===== src/rtl/mux_pipe.sv =====
// N-to-1 registered mux with a two-entry skid buffer (main + skid) and flush.
// Define MUX_PIPE_ERR_EN to build the sticky out-of-range-select flag on err.
module mux_pipe #(
   parameter int WIDTH = 32,
   parameter int N     = 4,
   parameter int SELW  = 2
) (
   input  logic               clk,
   input  logic               reset,
   input  logic               flush,
   input  logic [N*WIDTH-1:0] a_in,
   input  logic [SELW-1:0]    sel,
   input  logic               in_valid,
   output logic               in_ready,
   output logic [WIDTH-1:0]   out_data,
   output logic               out_valid,
   input  logic               out_ready,
   output logic               err
);

   logic [WIDTH-1:0] r_main_data;
   logic             r_main_valid;
   logic [WIDTH-1:0] r_skid_data;
   logic             r_skid_valid;
   logic [WIDTH-1:0] w_sel_data;
   logic             w_accept;
   logic             w_deliver;

   // One-hot AND-OR select; no matching input leaves the result at zero.
   always_comb begin
      w_sel_data = {WIDTH{1'b0}};
      for (int k = 0; k < N; k++) begin
         w_sel_data = w_sel_data | ({WIDTH{sel == SELW'(k)}} & a_in[k*WIDTH +: WIDTH]);
      end
   end

   assign w_accept  = in_valid & ~r_skid_valid;
   assign w_deliver = r_main_valid & out_ready;

   // Main/skid buffer: flush outranks both accept and deliver.
   always_ff @(posedge clk or negedge reset) begin
      if (!reset) begin
         r_main_data  <= {WIDTH{1'b0}};
         r_main_valid <= 1'b0;
         r_skid_data  <= {WIDTH{1'b0}};
         r_skid_valid <= 1'b0;
      end else if (flush) begin
         r_main_data  <= {WIDTH{1'b0}};
         r_main_valid <= 1'b0;
         r_skid_data  <= {WIDTH{1'b0}};
         r_skid_valid <= 1'b0;
      end else if (w_deliver) begin
         if (r_skid_valid) begin
            r_main_data  <= r_skid_data;
            r_main_valid <= 1'b1;
            r_skid_valid <= 1'b0;
         end else if (w_accept) begin
            r_main_data  <= w_sel_data;
            r_main_valid <= 1'b1;
         end else begin
            r_main_valid <= 1'b0;
         end
      end else if (w_accept) begin
         if (r_main_valid) begin
            r_skid_data  <= w_sel_data;
            r_skid_valid <= 1'b1;
         end else begin
            r_main_data  <= w_sel_data;
            r_main_valid <= 1'b1;
         end
      end else begin
         r_main_valid <= r_main_valid;
         r_skid_valid <= r_skid_valid;
      end
   end

   assign in_ready  = ~r_skid_valid;
   assign out_data  = r_main_data;
   assign out_valid = r_main_valid;

`ifdef MUX_PIPE_ERR_EN
   logic r_err;
   logic w_sel_oor;

   // Out of range means sel matched none of the N inputs.
   always_comb begin
      w_sel_oor = 1'b1;
      for (int k = 0; k < N; k++) begin
         w_sel_oor = w_sel_oor & (sel != SELW'(k));
      end
   end

   // Sticky until reset; flush deliberately leaves it alone.
   always_ff @(posedge clk or negedge reset) begin
      if (!reset) begin
         r_err <= 1'b0;
      end else if (w_accept && w_sel_oor) begin
         r_err <= 1'b1;
      end else begin
         r_err <= r_err;
      end
   end

   assign err = r_err;
`else
   assign err = 1'b0;
`endif

endmodule


===== config.mk =====
export PLATFORM = sky130hd
export DESIGN_NAME = mux_pipe
export DESIGN_NICKNAME = d
export VERILOG_FILES = /design/src/rtl/mux_pipe.sv
export SDC_FILE = /design/constraint.sdc
export NUM_CORES = 1
export LEC_CHECK = 0
export ABC_CLOCK_PERIOD_IN_PS = 3000
export CAP_MARGIN = 20
export CORE_MARGIN = 1
export CORE_UTILIZATION = 45
export CTS_BUF_LIST = sky130_fd_sc_hd__clkbuf_2 sky130_fd_sc_hd__clkbuf_4 sky130_fd_sc_hd__clkbuf_8
export DETAILED_ROUTE_END_ITERATION = 6
export GPL_ROUTABILITY_DRIVEN = 1
export PLACE_DENSITY = 0.89
export SLEW_MARGIN = 20
export SYNTH_ARGS = -nofsm -noshare
export SYNTH_HDL_FRONTEND = slang
export SYNTH_SLANG_ARGS = --single-unit

===== constraint.sdc =====
create_clock -name clk -period 3 [get_ports clk]
set_clock_uncertainty 0.05 [all_clocks]
set_input_delay 0.75 -clock clk [delete_from_list [all_inputs] [get_ports clk]]
set_output_delay 0.75 -clock clk [all_outputs]
set_load 0.05 [all_outputs]

After elaboration in Yosys (flattened, before gate mapping)

Index checks and enable logic that the tools add are counted.
W data, S select, Z words.

Multiplexer cells: 19
Reductions and logical operators: 9
Equality and inequality tests: 5
Bitwise operators: 10

Operators by type and width:

| cell                 | number |
|---|---|
| $mux W32             | 10 |
| $and A32 B32 Y32     | 4 |
| $or A32 B32 Y32      | 3 |
| $mux W1              | 9 |
| $reduce_bool A3 Y1   | 3 |
| $reduce_and A3 Y1    | 2 |
| $eq A2 B2 Y1 const B | 2 |
| $reduce_bool A2 Y1   | 2 |
| $ne A3 B2 Y1 const B | 1 |
| $and A1 B1 Y1        | 2 |
| $eq A2 B1 Y1 const B | 1 |
| $logic_not A2 Y1     | 1 |
| $ne A2 B2 Y1 const B | 1 |
| $reduce_and A2 Y1    | 1 |
| $not A1 Y1           | 1 |

Output and inout bits: 35
Logic and storage cells: 47
Register bits: 66
Input bits: 135

Longest topological paths before layout

Gate-level depths: netlist of run 1.

Depth in word-level cells: 9
Gate-level depth with buffers: 4
Mapped depth without buffers: 3

Least setup slack after synthesis of run 1

Ideal clock, no wire load.

Path type: input port to flip-flop
Start point: in sel[0]
End point: reg r_main_data[0] (netlist: out_data[0])
Arrival time: 1.840 ns
Library setup time: 0.126 ns
Data required time: 2.824 ns
Buffers on the path: 2
Slack: 0.984 ns
Stages: 4
Path through: buf_6 > buf_6 > mux4_2 > a221o_1

Cells in the longest elaborated chain, start to end: 9
Elaborated cells between the ends (all ways): 17
Those cells by class: eq/ne (3); mux (6); bitwise (7); reduce/logical (1)

Ends and longest elaborated chain:

| element                                                 | RTL line | RTL |
|---|---|---|
| start, declared                                         | 12       | `input logic [SELW-1:0] sel,` |
| $eq A2 B1 Y1 / $logic_not A2 Y1 (equally long branches) | 33       | `w_sel_data = w_sel_data \| ({WIDTH{sel == SELW'(k)}} & a_in[k*WIDTH +: WIDTH]);` |
| $and A32 B32 Y32                                        | 33       |  |
| $or A32 B32 Y32 (2 in a row)                            | 33       |  |
| $or A32 B32 Y32 *                                       | 33       |  |
| $mux W32, on equally long branches                      | 64, 57   |  |
| $mux W32, on equally long branches                      | 63, 53   |  |
| $mux W32 *                                              | 52       | `end else if (w_deliver) begin` |
| $mux W32 *                                              | 47       | `end else if (flush) begin` |
| end signal, assigned                                    | 48       | `r_main_data <= {WIDTH{1'b0}};` |
| end signal, assigned                                    | 54       | `r_main_data <= r_skid_data;` |
| end signal, assigned                                    | 68       | `r_main_data <= w_sel_data;` |
| end, declared                                           | 21       | `logic [WIDTH-1:0] r_main_data;` |

Mark *: on every way between the ends. The rest lies on a longest branch, timed or not. The select of a mux whose other input is x is not followed.
A chain may end at the register's enable or synchronous reset.

Worst setup path in the final report of run 1

Start point: reg r_skid_valid
End point: out in_ready

Cells in the longest elaborated chain, start to end: 1

Ends and longest elaborated chain:

| element                | RTL line | RTL |
|---|---|---|
| start, declared        | 24       | `logic r_skid_valid;` |
| start signal, assigned | 73       | `r_skid_valid <= r_skid_valid;` |
| $not A1 Y1             | 77       | `assign in_ready = ~r_skid_valid;` |
| end, declared          | 14       | `output logic in_ready,` |

Every way passes these cells.

==> results of run 1 <==
[cell type report]
cell class,count,area (sq um),share of cell area (%)
clock buffer,9,124,2.30
clock inverter,7,70.1,1.30
inverter,2,7.51,0.139
multi-input combinational,142,1650,30.6
sequential,66,1650,30.6
tap,99,124,2.30
timing repair buffer,175,1760,32.7
[cell usage in the layout, fill, tap and decap left out]
master,synthesis,routed
a31oi_4,0,1
dfrtp_1,66,66
clkbuf_8,0,9
a22o_1,32,32
buf_12,0,3
bufinv_16,0,1
buf_6,4,1
mux4_2,32,32
nor3_2,1,1
nor3_4,0,1
clkdlybuf4s50_1,0,165
a221o_1,32,32
o21ai_0,1,1
buf_2,6,3
clkinv_4,0,2
and2_1,2,2
clkinvlp_4,0,1
nor2b_1,1,1
a21oi_4,0,1
nand2b_1,2,2
buf_4,1,3
mux2_1,1,1
and4b_1,1,1
clkinv_2,0,3
and2_0,30,30
inv_1,2,2
conb_1,1,1
a21oi_1,3,2
a211oi_1,1,1
[flip-flops by register name (all words and copies together) (netlist names)]
name,cells
out_valid,1
r_skid_valid,1
r_skid_data,32
out_data,32
[final timing paths]
kind | endpoint | cells past startpoint | from
hold / removal | out_data[27] | 1 | reset
setup reg to reg | r_skid_data[16] | 3 | out_valid
min in group clk | r_skid_data[5] | 1 | r_skid_data[5]
setup / recovery | in_ready | 2 | r_skid_valid
hold reg to reg | r_skid_data[5] | 1 | r_skid_data[5]
max in group asynchronous | r_skid_data[30] | 2 | reset
[metal layers]
metal | up-vias | routed length, um
met2 | 133 | 5240
met4 | 0 | 123
met5 | - | 0
met3 | 13 | 622
li1 | 1281 | -
met1 | 1492 | 3640
[through the flow]
stage	cells	power, uW	hold WS [ns]	cell area, sq um	util, %
4_1_cts	500	2340	0.424	5390	73.9
2_1_floorplan	233	1290	0.404	3400	-
3_5_place_dp	484	1620	0.434	5190	71.2
6_report	500	2330	0.417	5390	73.9
5_1_grt	500	2410	0.463	5390	73.9
3_3_place_gp	483	1600	0.430	5180	71.1
[power breakdown]
group	internal [uW]	switching [uW]	total, uW
Sequential	937	31.3	968
Clock	382	346	728
Combinational	331	299	630
[kinds of logic after synthesis]
| logic type | Yosys count |
|---|---|
| compound gates | 70 |
| flops | 66 |
| simple gates | 38 |
| mux | 33 |
| buf+inv | 25 |
| other cells | 1 |
==> results.tsv, run 1 <==
stage	metric	value	unit
setup_path	CP required	2.20	ns
finish	n_diodes	0	
clocking	CTS sink cnt	66	
setup_path	r2r setup slk	1.10	ns
power_and_ir_drop	Max VDD drop	0.224	mV
yosys	Post-Synth XOR/XNOR Area	0	%
grt	largest net degree at the start of global routing	37	
setup_path	worst path cell trace	inv_1, clkdlybuf4s50_1	
floorplan	core area	7290	sq um
yosys	Post-Syn Area per Cell	14.6	sq um
yosys	YS warnings	0	
clocking	Clock Tree Root	clkbuf_8	
yosys	Synth cell types	23	
yosys	complex-gate fraction of the synthesized area	18.7	%
sta	Worst Tran Pin Value	1.07	ns
yosys	top-count cell post-synth	dfrtp_1	
detailed_routing	Initial DRC Count	100	
place	buffers added on ports	168	
sta	Worst slew margin	28.3	%
sta	total negative slack	0	ns
detailed_routing	vias	2919	
yosys	mux contribution to synthesized area	21.5	%
yosys	ys async rst share	100	%
sta	fin crit share	84.5	%
sta	Setup-failing EPs final	0	
detailed_routing	residual DRC count	0	
clocking	buffer count from post-CTS setup fixing	0	
yosys	most area-hungry cell type in the Yosys netlist	dfrtp_1	
yosys	largest cells by area after synthesis	dfrtp_1 (49%), mux4_2 (21%), a221o_1 (9.4%)	
grt	vias in the first global route	3072	
clocking	Hold Buf Count CTS	0	
place	hpwl dp	6.85	mm
setup_path	critical path arrival	1.74	ns
sta	fin worst setup slack	0.464	ns
yosys	number of synthesized flops with an enable pin	0	
setup_path	kind of critical path	reg -> out	
clocking	clock tree buffer depth	2	
grt	GRT Overall Usage	25.2	%
min_path	Hold Path Class	in -> async	
sta	fin. max-slew vios	0	
setup_path	crit-path leading delay family	buffers and inverters	
detailed_routing	Via-to-Cell Ratio	5.84	
outcome	status	finished clean	
clocking	clk slew on worst S/H paths	0.07	ns
detailed_routing	Antenna Nets Post-Route	0	
yosys	sequential area share after synthesis	48.6	%
yosys	Mapped Nets	368	
grt	GRT busiest layer	met2	
finish	Area Growth Syn to Fin	58.5	%
yosys	ys flop type	dfrtp_1	
grt	gr ovfl total	0	
clocking	Clock Latency Late Sink	0.33	ns
finish	nets@finish	531	
place	DP Worst Slack	0.286	ns
grt	first-pass GRT wire length	14.7	mm
setup_path	Crit-path slowest cell	clkdlybuf4s50_1	
job	Max-Cap Viols	0	
setup_path	CP Max Fanout	6	
grt	met3 Usage GRT	3.88	%
sta	RSZ-0062 raised after global routing	no	
clocking	CTS tree	yes	
sta	Final Hold Viols	0	
grt	initial antenna violation count	0	
floorplan	IO Pins	170	
setup_path	Critical Path Sink Type	output pin	
detailed_routing	DRT Pass-1 Iters	4	
grt	met2 track demand over resource	44.9	%
setup_path	crit path buf inv count	2	
grt	M1 GR Usage	30.5	%
yosys	Cell Area, Synth	3400	sq um
yosys	Synth Area in Simple Gates	7.17	%
yosys	Synth Register Bits	66	
finish	fraction of layout instances using a drive strength above 1	15.5	%
detailed_routing	wire per inst	19.3	um
floorplan	initial core utilization	46.6	%
setup_path	max incr delay on CP	0.82	ns
floorplan	die area	7910	sq um
yosys	Mapped Cells	233	
yosys	Yosys top cell area share	48.6	%
finish	Filler cells	502	
yosys	combinational family with the most area after synthesis	multiplexers	
floorplan	die width	88.9	um
yosys	Synth Area in Adders	0	%
power_and_ir_drop	PD cells	432	nW/um^2
yosys	commonest cells in the netlist	dfrtp_1 (66), a221o_1 (32), a22o_1 (32), mux4_2 (32), and2_0 (30)	
setup_path	Critical Path Start Type	flip-flop	
floorplan	count of standard-cell rows	31	
clocking	post-CTS sizing	0	
power_and_ir_drop	P_leak	0.00221	uW
sta	fmax	394	MHz
detailed_routing	final wirelength	9.63	mm
sta	Final min period	2.54	ns
clocking	H-tree levels	3	
floorplan	DIE HEIGHT	88.9	um
place	gpl congestion	0.792	
clocking	total CTS buffers	9	
No activity file was read; power rests on OpenSTA's default activity.
==> run 2, diff against run 1 <==
--- a/config.mk
+++ b/config.mk
@@ -5,14 +5,14 @@
 export SDC_FILE = /design/constraint.sdc
 export NUM_CORES = 1
 export LEC_CHECK = 0
-export ABC_CLOCK_PERIOD_IN_PS = 3000
+export ABC_CLOCK_PERIOD_IN_PS = 2410
 export CAP_MARGIN = 20
 export CORE_MARGIN = 1
-export CORE_UTILIZATION = 45
+export CORE_UTILIZATION = 42
 export CTS_BUF_LIST = sky130_fd_sc_hd__clkbuf_2 sky130_fd_sc_hd__clkbuf_4 sky130_fd_sc_hd__clkbuf_8
 export DETAILED_ROUTE_END_ITERATION = 6
 export GPL_ROUTABILITY_DRIVEN = 1
-export PLACE_DENSITY = 0.89
+export PLACE_DENSITY = 0.83
 export SLEW_MARGIN = 20
 export SYNTH_ARGS = -nofsm -noshare
 export SYNTH_HDL_FRONTEND = slang
==> constraint.sdc (replaced) <==
create_clock -name clk -period 2.41 [get_ports clk]
set_clock_uncertainty 0.05 [all_clocks]
set_input_delay 0.6025 -clock clk [delete_from_list [all_inputs] [get_ports clk]]
set_output_delay 0.6025 -clock clk [all_outputs]
set_load 0.05 [all_outputs]
==> results.tsv, run 2 (same netlist as run 1, synthesis figures left out) <==
stage	metric	value	unit	change
job	Max-Cap Viols	0		unchanged
sta	fmax	445	MHz	
grt	largest net degree at the start of global routing	67		was 37
sta	Final min period	2.25	ns	
sta	fin. max-slew vios	0		unchanged
detailed_routing	vias	2926		was 2919
min_path	Hold Path Class	in -> async		unchanged
setup_path	Critical Path Sink Type	output pin		unchanged
detailed_routing	residual DRC count	0		unchanged
sta	Worst slew margin	32.7	%	was 28.3%
place	hpwl dp	6.58	mm	was 6.85 mm
grt	initial antenna violation count	0		unchanged
grt	vias in the first global route	3134		was 3072
power_and_ir_drop	PD cells	510	nW/um^2	was 432 nW/um^2
detailed_routing	wire per inst	18.7	um	was 19.3 um
clocking	buffer count from post-CTS setup fixing	0		unchanged
sta	total negative slack	0	ns	unchanged
grt	first-pass GRT wire length	15.2	mm	was 14.7 mm
floorplan	IO Pins	170		unchanged
grt	gr ovfl total	0		unchanged
clocking	Clock Tree Root	clkbuf_8		unchanged
clocking	H-tree levels	3		unchanged
clocking	Hold Buf Count CTS	0		unchanged
sta	Setup-failing EPs final	0		unchanged
outcome	status	finished clean		unchanged
setup_path	max incr delay on CP	0.84	ns	was 0.82 ns
floorplan	core area	7770	sq um	was 7290 sq um
clocking	total CTS buffers	9		unchanged
finish	nets@finish	535		was 531
floorplan	DIE HEIGHT	92.0	um	was 88.9 um
finish	Area Growth Syn to Fin	59.7	%	was 58.5%
clocking	post-CTS sizing	0		unchanged
clocking	clk slew on worst S/H paths	0.07	ns	about the same
grt	GRT Overall Usage	23.2	%	was 25.2%
clocking	Clock Latency Late Sink	0.32	ns	was 0.33 ns
sta	fin crit share	93.3	%	
place	gpl congestion	0.727		was 0.792
setup_path	Critical Path Stages	1		was 2
detailed_routing	Initial DRC Count	102		was 100
finish	commonest non-fill, non-tap cell in the layout	clkdlybuf4s50_1		unchanged
setup_path	CP required	1.76	ns	was 2.20 ns
finish	n_diodes	0		unchanged
clocking	CTS sink cnt	66		unchanged
setup_path	Critical Path Start Type	flip-flop		unchanged
setup_path	crit-path leading delay family	buffers and inverters		unchanged
place	DP Worst Slack	-0.0224	ns	was 0.286 ns
power_and_ir_drop	P_leak	0.00224	uW	was 0.00221 uW
setup_path	Crit-path slowest cell	clkdlybuf4s50_1		unchanged
setup_path	critical path arrival	1.60	ns	was 1.74 ns
detailed_routing	Via-to-Cell Ratio	5.78		was 5.84
setup_path	worst r2r path cells	3		unchanged
sta	RSZ-0062 raised after global routing	no		unchanged
floorplan	count of standard-cell rows	32		was 31
floorplan	die width	92.0	um	was 88.9 um
sta	Worst Tran Pin Value	1.01	ns	was 1.07 ns
place	buffers added on ports	168		unchanged
setup_path	crit path buf inv count	1		was 2
finish	fraction of layout instances using a drive strength above 1	16.1	%	was 15.5%
detailed_routing	Antenna Nets Post-Route	0		unchanged
power_and_ir_drop	Max VDD drop	0.237	mV	was 0.224 mV
finish	final core utilization	69.9	%	was 73.9%
detailed_routing	final wirelength	9.47	mm	was 9.63 mm
setup_path	worst path cell trace	clkdlybuf4s50_1		was inv_1, clkdlybuf4s50_1
setup_path	CP Max Fanout	8		was 6
clocking	clock tree buffer depth	2		unchanged
clocking	CTS tree	yes		unchanged
detailed_routing	DRT Pass-1 Iters	4		unchanged
sta	worst hold slack	0.217	ns	was 0.417 ns
power_and_ir_drop	Final Total Pwr	2770	uW	was 2330 uW
setup_path	kind of critical path	reg -> out		unchanged
finish	most frequent cells in the layout	clkdlybuf4s50_1 (164), dfrtp_1 (66), mux4_2 (32), a22o_1 (32), a221o_1 (32)		was clkdlybuf4s50_1 (165), dfrtp_1 (66), mux4_2 (32), a22o_1 (32), a221o_1 (32)
sta	Final Hold Viols	0		unchanged
floorplan	die area	8460	sq um	was 7910 sq um
floorplan	initial core utilization	43.8	%	was 46.6%
sta	fin worst setup slack	0.161	ns	was 0.464 ns
-- run 2: metrics by stage --
step                      instances  instance area, sq um
after global routing            506                  5430
final                           506                  5430
after floorplan                 233                  3400
after CTS                       506                  5430
after detailed placement        491                  5270
after global placement          490                  5240
-- run 2: worst paths after layout --
path                                       from               to  slack [ns]
worst max register to register        out_valid   r_skid_data[9]        0.50
worst max-delay path                  out_valid        out_valid        0.16
max in group asynchronous                 reset     out_data[10]        1.79
min in group clk                r_skid_data[22]  r_skid_data[22]        0.45
worst min-delay path                      reset   r_skid_data[7]        0.22
worst min register to register  r_skid_data[22]  r_skid_data[22]        0.45
-- run 2: metal layers --
| layer | wire, um | track usage [%] | up-vias |
|---|---|---|---|
| li1 | - | - | 1289 |
| met1 | 3760 | 29.6 | 1470 |
| met2 | 4810 | 38.8 | 147 |
| met3 | 713 | 4.81 | 20 |
| met4 | 187 | 8.72 | 0 |
| met5 | 0 | 0 | - |
-- run 2: layout make-up --
type	instances	area [sq um]
Fill cell	561	2340
Timing Repair Buffer	179	1830
Sequential cell	66	1650
Multi-Input combinational cell	142	1650
Clock buffer	11	139
Tap cell	102	128
Clock inverter	4	20.0
Inverter	2	7.51
-- run 2: report_power, final --
part	internal [uW]	switching (uW)
clock network	384	390
registers	1170	37.0
logic	424	371
==> run 3, diff against run 2 <==
--- a/config.mk
+++ b/config.mk
@@ -5,7 +5,7 @@
 export SDC_FILE = /design/constraint.sdc
 export NUM_CORES = 1
 export LEC_CHECK = 0
-export ABC_CLOCK_PERIOD_IN_PS = 2410
+export ABC_CLOCK_PERIOD_IN_PS = 2200
 export CAP_MARGIN = 20
 export CORE_MARGIN = 1
 export CORE_UTILIZATION = 42
@@ -13,6 +13,7 @@
 export DETAILED_ROUTE_END_ITERATION = 6
 export GPL_ROUTABILITY_DRIVEN = 1
 export PLACE_DENSITY = 0.83
+export SKIP_CTS_REPAIR_TIMING = 1
 export SLEW_MARGIN = 20
 export SYNTH_ARGS = -nofsm -noshare
 export SYNTH_HDL_FRONTEND = slang
==> constraint.sdc (replaced) <==
create_clock -name clk -period 2.2 [get_ports clk]
set_clock_uncertainty 0.05 [all_clocks]
set_input_delay 0.55 -clock clk [delete_from_list [all_inputs] [get_ports clk]]
set_output_delay 0.55 -clock clk [all_outputs]
set_load 0.05 [all_outputs]
==> results.tsv, run 3 (same netlist as run 1, synthesis figures left out) <==
stage	metric	value	unit	change
min_path	Hold Path Class	in -> async		unchanged
setup_path	crit path buf inv count	1		unchanged
clocking	CTS tree	yes		unchanged
clocking	Clock Latency Late Sink	0.34	ns	was 0.32 ns
setup_path	crit-path leading delay family	buffers and inverters		unchanged
grt	met2 track demand over resource	41.9	%	was 38.8%
floorplan	DIE HEIGHT	92.0	um	unchanged
detailed_routing	final wirelength	9.62	mm	was 9.47 mm
setup_path	CP required	1.60	ns	was 1.76 ns
floorplan	initial core utilization	43.8	%	unchanged
clocking	Clock Tree Root	clkbuf_8		unchanged
finish	nets@finish	540		was 535
place	Inst Count DP	496		was 491
place	buffers added on ports	168		unchanged
power_and_ir_drop	P_leak	0.00229	uW	was 0.00224 uW
grt	GRT Overall Usage	23.9	%	was 23.2%
job	Max-Cap Viols	0		unchanged
place	hpwl dp	7.00	mm	was 6.58 mm
power_and_ir_drop	Final Total Pwr	3310	uW	was 2770 uW
sta	RSZ-0062 raised after global routing	no		unchanged
grt	initial antenna violation count	0		unchanged
clocking	CTS sink cnt	66		unchanged
finish	fraction of layout instances using a drive strength above 1	18.0	%	was 16.1%
grt	M1 GR Usage	29.5	%	was 29.6%
finish	fin cells	512		was 506
detailed_routing	Antenna Nets Post-Route	0		unchanged
setup_path	kind of critical path	reg -> out		unchanged
floorplan	die width	92.0	um	unchanged
floorplan	IO Pins	170		unchanged
detailed_routing	vias	2939		was 2926
detailed_routing	residual DRC count	0		unchanged
grt	gr ovfl total	0		unchanged
setup_path	max incr delay on CP	0.83	ns	was 0.84 ns
power_and_ir_drop	PD cells	598	nW/um^2	was 510 nW/um^2
finish	Area Growth Syn to Fin	62.8	%	was 59.7%
outcome	status	finished clean		unchanged
place	gpl congestion	0.800		was 0.727
setup_path	critical path arrival	1.54	ns	was 1.60 ns
clocking	total CTS buffers	9		unchanged
sta	Setup-failing EPs final	0		unchanged
grt	largest net degree at the start of global routing	67		unchanged
power_and_ir_drop	Max VDD drop	0.475	mV	was 0.237 mV
clocking	H-tree levels	3		unchanged
sta	Worst slew margin	47.8	%	was 32.7%
sta	Final min period	2.14	ns	
detailed_routing	wire per inst	18.8	um	was 18.7 um
finish	Filler cells	549		was 561
setup_path	Critical Path Start Type	flip-flop		unchanged
detailed_routing	DRT Pass-1 Iters	4		unchanged
finish	most frequent cells in the layout	clkdlybuf4s50_1 (162), dfrtp_1 (66), mux4_2 (32), a22o_1 (32), a221o_1 (32)		was clkdlybuf4s50_1 (164), dfrtp_1 (66), mux4_2 (32), a22o_1 (32), a221o_1 (32)
setup_path	Critical Path Sink Type	output pin		unchanged
sta	Worst Tran Pin Value	0.780	ns	was 1.01 ns
sta	fin crit share	97.3	%	
setup_path	Crit-path slowest cell	clkdlybuf4s50_1		unchanged
sta	fin. max-slew vios	0		unchanged
detailed_routing	Initial DRC Count	127		was 102
grt	met3 Usage GRT	4.73	%	was 4.81%
detailed_routing	Via-to-Cell Ratio	5.74		was 5.78
clocking	clock tree buffer depth	2		unchanged
setup_path	worst path cell trace	clkdlybuf4s50_1		unchanged
floorplan	die area	8460	sq um	unchanged
setup_path	CP Max Fanout	2		was 8
finish	n_diodes	0		unchanged
finish	commonest non-fill, non-tap cell in the layout	clkdlybuf4s50_1		unchanged
grt	first-pass GRT wire length	15.5	mm	was 15.2 mm
grt	vias in the first global route	3131		was 3134
floorplan	count of standard-cell rows	32		unchanged
floorplan	core area	7770	sq um	unchanged
clocking	clk slew on worst S/H paths	0.08	ns	was 0.07 ns
grt	GRT busiest layer	met2		unchanged
sta	Final Hold Viols	0		unchanged
sta	fmax	467	MHz	
run 3: cell type report:
cell class | instances | area [sq um] | area share, %
clock inverters | 7 | 93.8 | 1.70
flip-flops and latches | 66 | 1650 | 29.8
multi-input cells | 142 | 1650 | 29.8
clock buffers | 9 | 124 | 2.24
well taps | 102 | 128 | 2.31
inverters | 2 | 7.51 | 0.136
repair buffers | 184 | 1880 | 34.0
run 3: report_power, final:
| group | leakage [uW] | internal (uW) | total (uW) | switching [uW] |
|---|---|---|---|---|
| logic | 0.00128 | 472 | 882 | 410 |
| registers | 0.000899 | 1280 | 1320 | 42.4 |
| clock network | 0.000105 | 635 | 1110 | 471 |
run 3: per-layer routing:
layer  share of wire (%)  wire (um)  vias to the layer above
li1                    -          -                     1302
met1                  40       3840                     1496
met2                  52       5050                      127
met3                 6.1        590                       14
met4                 1.4        135                        0
met5                   0          0                        -
run 3: path summary, 6_finish.rpt:
| path | from | end | slack, ns | cells after the start |
|---|---|---|---|---|
| min in group clk | r_skid_data[25] | r_skid_data[25] | 0.45 | 1 |
| max in group asynchronous | reset | out_data[17] | 1.65 | 2 |
| worst max-delay path | out_data[26] | out_data[26] | 0.06 | 1 |
| worst max register to register | out_valid | out_data[1] | 0.38 | 4 |
| worst min-delay path | reset | out_data[7] | 0.16 | 2 |
| worst min register to register | r_skid_data[25] | r_skid_data[25] | 0.45 | 1 |
run 3: through the flow:
stage	area [sq um]	hold slack, ns	utilization (%)	TNS, ns	worst slack, ns
after floorplan	3400	0.204	-	0	0.384
after global placement	5320	0.430	68.5	-0.885	-0.0597
after detailed placement	5320	0.435	68.5	-1.34	-0.0957
after CTS	5540	0.180	71.3	0	0.0542
after global routing	5540	0.193	71.3	0	0.0133
final	5540	0.165	71.3	0	0.0602
